**src/rtl/segment_pkg.sv**
```systemverilog
// Shared seven-segment code table and decoder FSM state type, used by both the
// display decoder and any display encoder driving the same buses.
package segment_pkg;

  // Active-high segment codes, bit 0 = segment a ... bit 6 = segment g.
  localparam logic [6:0] SEG_CODES [16] = '{
    7'h3f, 7'h06, 7'h5b, 7'h4f, 7'h66, 7'h6d, 7'h7d, 7'h07,
    7'h7f, 7'h6f, 7'h77, 7'h7c, 7'h39, 7'h5e, 7'h79, 7'h71
  };

  typedef enum logic [1:0] {
    ST_BLANK,
    ST_SETTLE,
    ST_LOCKED,
    ST_FAULT
  } state_t;

  function automatic logic [6:0] seg7_encode(input logic [3:0] digit);
    return SEG_CODES[digit];
  endfunction

endpackage

```
**src/rtl/seg7_digit_decode.sv**
```systemverilog
// Combinational seven-segment to decimal digit decoder; only codes for 0..9
// are legal, hex letters and partial patterns are rejected.
module seg7_digit_decode
  import segment_pkg::*;
(
  input  logic [6:0] seg_in,
  output logic [3:0] digit_out,
  output logic       legal_out
);

  always_comb begin
    // NOTE: every output gets a default before the search loop so no latch is inferred.
    digit_out = 4'd0;
    legal_out = 1'b0;
    for (int i = 0; i < 10; i++) begin
      if (seg_in == SEG_CODES[i]) begin
        digit_out = 4'(i);
        legal_out = 1'b1;
      end
    end
  end

endmodule

```
**src/rtl/segment_led_decoder.sv**
```systemverilog
// Recovers a 0..255 count from two multiplexed seven-segment displays, accepting
// a value only after it has been held steady for STABLE_CYCLES samples.
module segment_led_decoder
  import segment_pkg::*;
#(
  parameter int unsigned STABLE_CYCLES = 4
) (
  input  logic       clk_in,
  input  logic       rst_in,
  input  logic [8:0] segment_led_1,
  input  logic [8:0] segment_led_2,
  output logic [7:0] count_out,
  output logic       valid_out,
  output logic       error_out,
  output logic       update_out
);

  localparam logic [7:0] STABLE_MAX = 8'(STABLE_CYCLES);

  logic [17:0] w_sample;
  logic [17:0] r_s;
  logic [7:0]  r_cnt;
  logic [7:0]  w_cnt_next;
  state_t      r_state;
  state_t      w_state_next;
  logic [7:0]  r_count;
  logic        r_update;
  logic        r_first;

  logic        w_change;
  logic        w_blank;
  logic        w_reached;
  logic [3:0]  w_tens;
  logic [3:0]  w_ones;
  logic        w_tens_ok;
  logic        w_ones_ok;
  logic [1:0]  w_hund;
  logic        w_dots_ok;
  logic [8:0]  w_value;
  logic        w_legal;
  logic        w_load;

  // r_s holds the previous sample; the live bus is compared against it so a
  // steady input locks STABLE_CYCLES+1 edges after it appears.
  assign w_sample  = {segment_led_1, segment_led_2};
  assign w_change  = (w_sample != r_s);
  assign w_blank   = r_s[17] | r_s[8];
  assign w_reached = (w_cnt_next == STABLE_MAX);

  always_comb begin
    if (w_change)                 w_cnt_next = 8'd0;
    else if (r_cnt == STABLE_MAX) w_cnt_next = r_cnt;
    else                          w_cnt_next = r_cnt + 8'd1;
  end

  seg7_digit_decode u_tens (
    .seg_in    (r_s[15:9]),
    .digit_out (w_tens),
    .legal_out (w_tens_ok)
  );

  seg7_digit_decode u_ones (
    .seg_in    (r_s[6:0]),
    .digit_out (w_ones),
    .legal_out (w_ones_ok)
  );

  // Dots encode hundreds: ones-dot alone = 1, both = 2, tens-dot alone is invalid.
  always_comb begin
    w_hund    = 2'd0;
    w_dots_ok = 1'b1;
    case ({r_s[16], r_s[7]})
      2'b00:   w_hund = 2'd0;
      2'b01:   w_hund = 2'd1;
      2'b11:   w_hund = 2'd2;
      default: w_dots_ok = 1'b0;
    endcase
  end

  assign w_value = 9'(w_hund) * 9'd100 + 9'(w_tens) * 9'd10 + 9'(w_ones);
  assign w_legal = w_tens_ok & w_ones_ok & w_dots_ok & (w_value <= 9'd255);

  always_comb begin
    w_state_next = r_state;
    if (w_blank) begin
      w_state_next = ST_BLANK;
    end else begin
      case (r_state)
        ST_BLANK:  w_state_next = ST_SETTLE;
        ST_SETTLE: if (w_reached) w_state_next = w_legal ? ST_LOCKED : ST_FAULT;
        ST_LOCKED,
        ST_FAULT:  if (w_change) w_state_next = ST_SETTLE;
        default:   w_state_next = ST_BLANK;
      endcase
    end
  end

  assign w_load = (r_state == ST_SETTLE) && (w_state_next == ST_LOCKED);

  always_ff @(posedge clk_in) begin
    // NOTE: sequential state uses non-blocking assignments so every register sees pre-edge values.
    if (rst_in) begin
      r_state  <= ST_BLANK;
      r_s      <= '0;
      r_cnt    <= '0;
      r_count  <= '0;
      r_update <= 1'b0;
      r_first  <= 1'b1;
    end else begin
      r_state  <= w_state_next;
      r_s      <= w_sample;
      r_cnt    <= w_cnt_next;
      r_update <= w_load && (r_first || (w_value[7:0] != r_count));
      if (w_load) begin
        r_count <= w_value[7:0];
        r_first <= 1'b0;
      end else if (w_state_next == ST_BLANK) begin
        r_first <= 1'b1;
      end
    end
  end

  assign count_out  = r_count;
  assign valid_out  = (r_state == ST_LOCKED);
  assign error_out  = (r_state == ST_FAULT);
  assign update_out = r_update;

endmodule

```
**config.mk**
```make
export PLATFORM = sky130hd
export DESIGN_NAME = segment_led_decoder
export DESIGN_NICKNAME = d
export VERILOG_FILES = /design/src/rtl/segment_pkg.sv /design/src/rtl/seg7_digit_decode.sv /design/src/rtl/segment_led_decoder.sv
export SDC_FILE = /design/constraint.sdc
export NUM_CORES = 1
export LEC_CHECK = 0
export BUFFER_PORTS_ARGS = -buffer_cell sky130_fd_sc_hd__buf_2
export CAP_MARGIN = 20
export CORE_ASPECT_RATIO = 1.1
export CORE_MARGIN = 5
export CORE_UTILIZATION = 40
export DETAILED_ROUTE_END_ITERATION = 10
export GPL_TIMING_DRIVEN = 0
export SYNTH_ARGS = -nofsm -noshare
export SYNTH_HDL_FRONTEND = slang
export SYNTH_HIERARCHICAL = 1
export SYNTH_SLANG_ARGS = --single-unit
```
**constraint.sdc**
```tcl
create_clock -name clk_in -period 9.5 [get_ports clk_in]
set_clock_uncertainty 0.1 [all_clocks]
set_input_delay 1.425 -clock clk_in [delete_from_list [all_inputs] [get_ports clk_in]]
set_output_delay 1.425 -clock clk_in [all_outputs]
set_load 0.03 [all_outputs]
```
==> metrics <==
Initial Util 41.2%; startpoint types flop; minimum clock period 4.31 ns; Seq/Total Area, Yosys 30.0%; Syn Nets 311; Fin. Hold Viols 0; multi-input logic area 1730 µm²; crit path DAT 4.44 ns; grt total ovfl 0; Crit Path Max Fanout 10; Inserted Diodes 0; worst hold slack 0.409 ns; post-synth top area cell dfxtp_1; DRT iter0 DRCs 75; WL/cell 14.3 µm; Least-Margin Pin Slew 0.638 ns; status complete, no violations; Sequential Area 761 µm²; largest net degree at the start of global routing 14; DRT Pass-1 Iters 4; Port Buf Inserts 30; Worst-Skew Late Latency 0.30 ns; Syn Area/Cell about 9.4 µm²; WP data required 9.63 ns; synth-to-layout area growth 14.3%; CTS tree built; fin nets 348; Antenna Nets Post-Route 0; Worst slew margin 57.5%; Die Y 93.5 µm; clk root buf clkbuf_8; first-pass GRT wire length 9480 µm; R2R depth 14; peak supply drop roughly 0.072 mV; core box area 6160 µm²; WHS Path Cells 2; CTS Buffer Depth 2; final worst-path cycle share 45.4%; most common cell after layout, fill and taps aside dfxtp_1; TNS Setup 0 ns; Synth area leaders dfxtp_1 30%, xor2_1 9.3%, ha_1 7.9%, nor2b_1 5.4%, nand3_1 4.3%; final setup fails 0; Max-cap violations 0; Filler Cell Count ~650; fraction of registers with async set/reset 0%; post-synthesis cell count 271; Final GP Congestion 0.800; CTS sink count 38; Num CTS Buffers 5; commonest cells after routing, fill and taps aside 38 x dfxtp_1, 30 x buf_2, 27 x xor2_1, 22 x nor2b_1, 22 x nand3_1; Yosys cell types 56; Resized cells post-CTS 0; Static Leak between 1 and 1.5 nW; Synth Warn # 6; Die X 85.9 µm; Via-to-Cell Ratio 5.34; final wirelength about 5500 µm; initial antenna violation count 0; EDFF count, synth 0; Syn Std Cell Area between 2000 and 3000 µm²; H-tree Lvls 2; post-CTS setup buffer count 0; DR DRC count 0; cts hold-fix bufs 0; DP HPWL 4320 µm; flop and latch count out of synthesis 38; die area around 8000 µm²; GRT Overall Usage 14.8%; crit path kind reg -> reg; Yosys top cell area share 30.0%; post-layout util between 40% and 50%; Main synth FF type dfxtp_1; Worst Setup End Kind flop; RSZ-0062 raised after global routing no; DR vias between 2000 and 2500; io pins 31; clock slew at reported path FFs 0.09 ns; Slew Limit Fails 0; ratio of cells with drive above 1 in the final layout 20.1%; hold crit path type reg -> reg; Core Rows 30; pwr/cell area 118 nW/µm²; vias in the first global route just over 2000; Fmax achieved 0.232 GHz
-- logic make-up (layout without fill, tap and decap cells) --
group,count (synthesis),count (layout),synth area share [%]
AO/OA/AOI/OAI,49,49,14.1
XOR/XNOR,38,38,13.1
adder cells (fa/ha/maj),20,20,11.0
buffers and inverters,10,48,1.87
flip-flops,38,38,30.0
multiplexers,3,3,1.28
AND/OR/NAND/NOR,113,113,28.6
-- report_power, final --
group | internal (mW) | switching [mW] | total (mW) | leakage (nW)
clock network | 0.0782 | 0.0639 | 0.142 | 0.0504
registers | 0.164 | 0.00768 | 0.171 | 0.311
logic | 0.0157 | 0.0147 | 0.0304 | 0.858
-- path summary, 6_finish.rpt --
check	startpoint	to	slack, ns
setup / recovery	r_s[14]$_SDFF_PP0_	count_out[3]$_SDFFE_PP0P_	5.19
hold / removal	count_out[7]$_SDFFE_PP0P_	count_out[7]$_SDFFE_PP0P_	0.41
setup reg to reg	r_s[14]$_SDFF_PP0_	count_out[3]$_SDFFE_PP0P_	5.19
hold reg to reg	count_out[7]$_SDFFE_PP0P_	count_out[7]$_SDFFE_PP0P_	0.41
-- through the flow --
step | cells | power, mW | area, µm² | setup slack [ns]
after global routing | 389 | 0.358 | 2900 | 4.85
final | 389 | 0.344 | 2900 | 5.19
after floorplan | 271 | 0.193 | 2540 | 5.60
after global placement | 381 | 0.205 | 2790 | 5.24
after detailed placement | 381 | 0.206 | 2790 | 5.17
after CTS | 389 | 0.347 | 2900 | 5.15
-- sequential cells by signal (all words and copies together), names as in the netlist --
name        cells
r_s            18
count_out       8
r_cnt           8
r_state         2
r_first         1
update_out      1
-- cell usage after synthesis, types with 2 or more instances --
library cell / number
clkbuf_1: 3
nand3_1: 22
o21ai_0: 6
a21oi_1: 13
and4bb_2: 4
and2_1: 2
and3_1: 2
o2111ai_1: 3
mux2_1: 2
o21ai_1: 7
nor3_1: 9
dfxtp_1: 38
ha_1: 16
a21boi_0: 2
and4bb_1: 2
or3_1: 2
o211ai_1: 3
nor2_1: 14
xor2_1: 27
nor4b_2: 2
a21o_1: 2
nor2b_1: 22
and2b_2: 2
nand4_1: 2
xnor2_1: 11
and3b_1: 3
inv_1: 6
and4b_2: 2
nor3_2: 4
nor4_1: 4
nand2_1: 6
fa_1: 4
-- critical path, stage by stage, from the launching register on --
cell       delay (ns)
dfxtp_1          0.48
and4bb_1         0.29
nor3_2           0.18
o21ai_1          0.12
ha_1             0.31
ha_1             0.23
fa_1             0.38
xor2_1           0.15
ha_1             0.29
ha_1             0.35
o2111ai_1        0.11
nand3_1          0.18
a2111oi_4        0.69
a21oi_1          0.17
a211oi_2         0.21
-- area by class of cell --
type | instances | area share [%]
multi-input cells | 223 | 59.6
clock inverters | 3 | 1.55
flip-flops and latches | 38 | 26.2
plain buffers | 4 | 0.862
well taps | 80 | 3.45
clock buffers | 5 | 2.37
inverters | 6 | 0.776
repair buffers | 30 | 5.17
-- metal layers --
layer  routed length, µm  global-route usage (%)  vias to the layer above
li1                    -                       -                     1065
met1                2640                    19.0                      975
met2                2630                    24.4                       31
met3                 188                    2.91                        7
met4                  80                    5.28                        0
met5                   0                       0                        -
No activity file was read; power rests on OpenSTA's default activity.
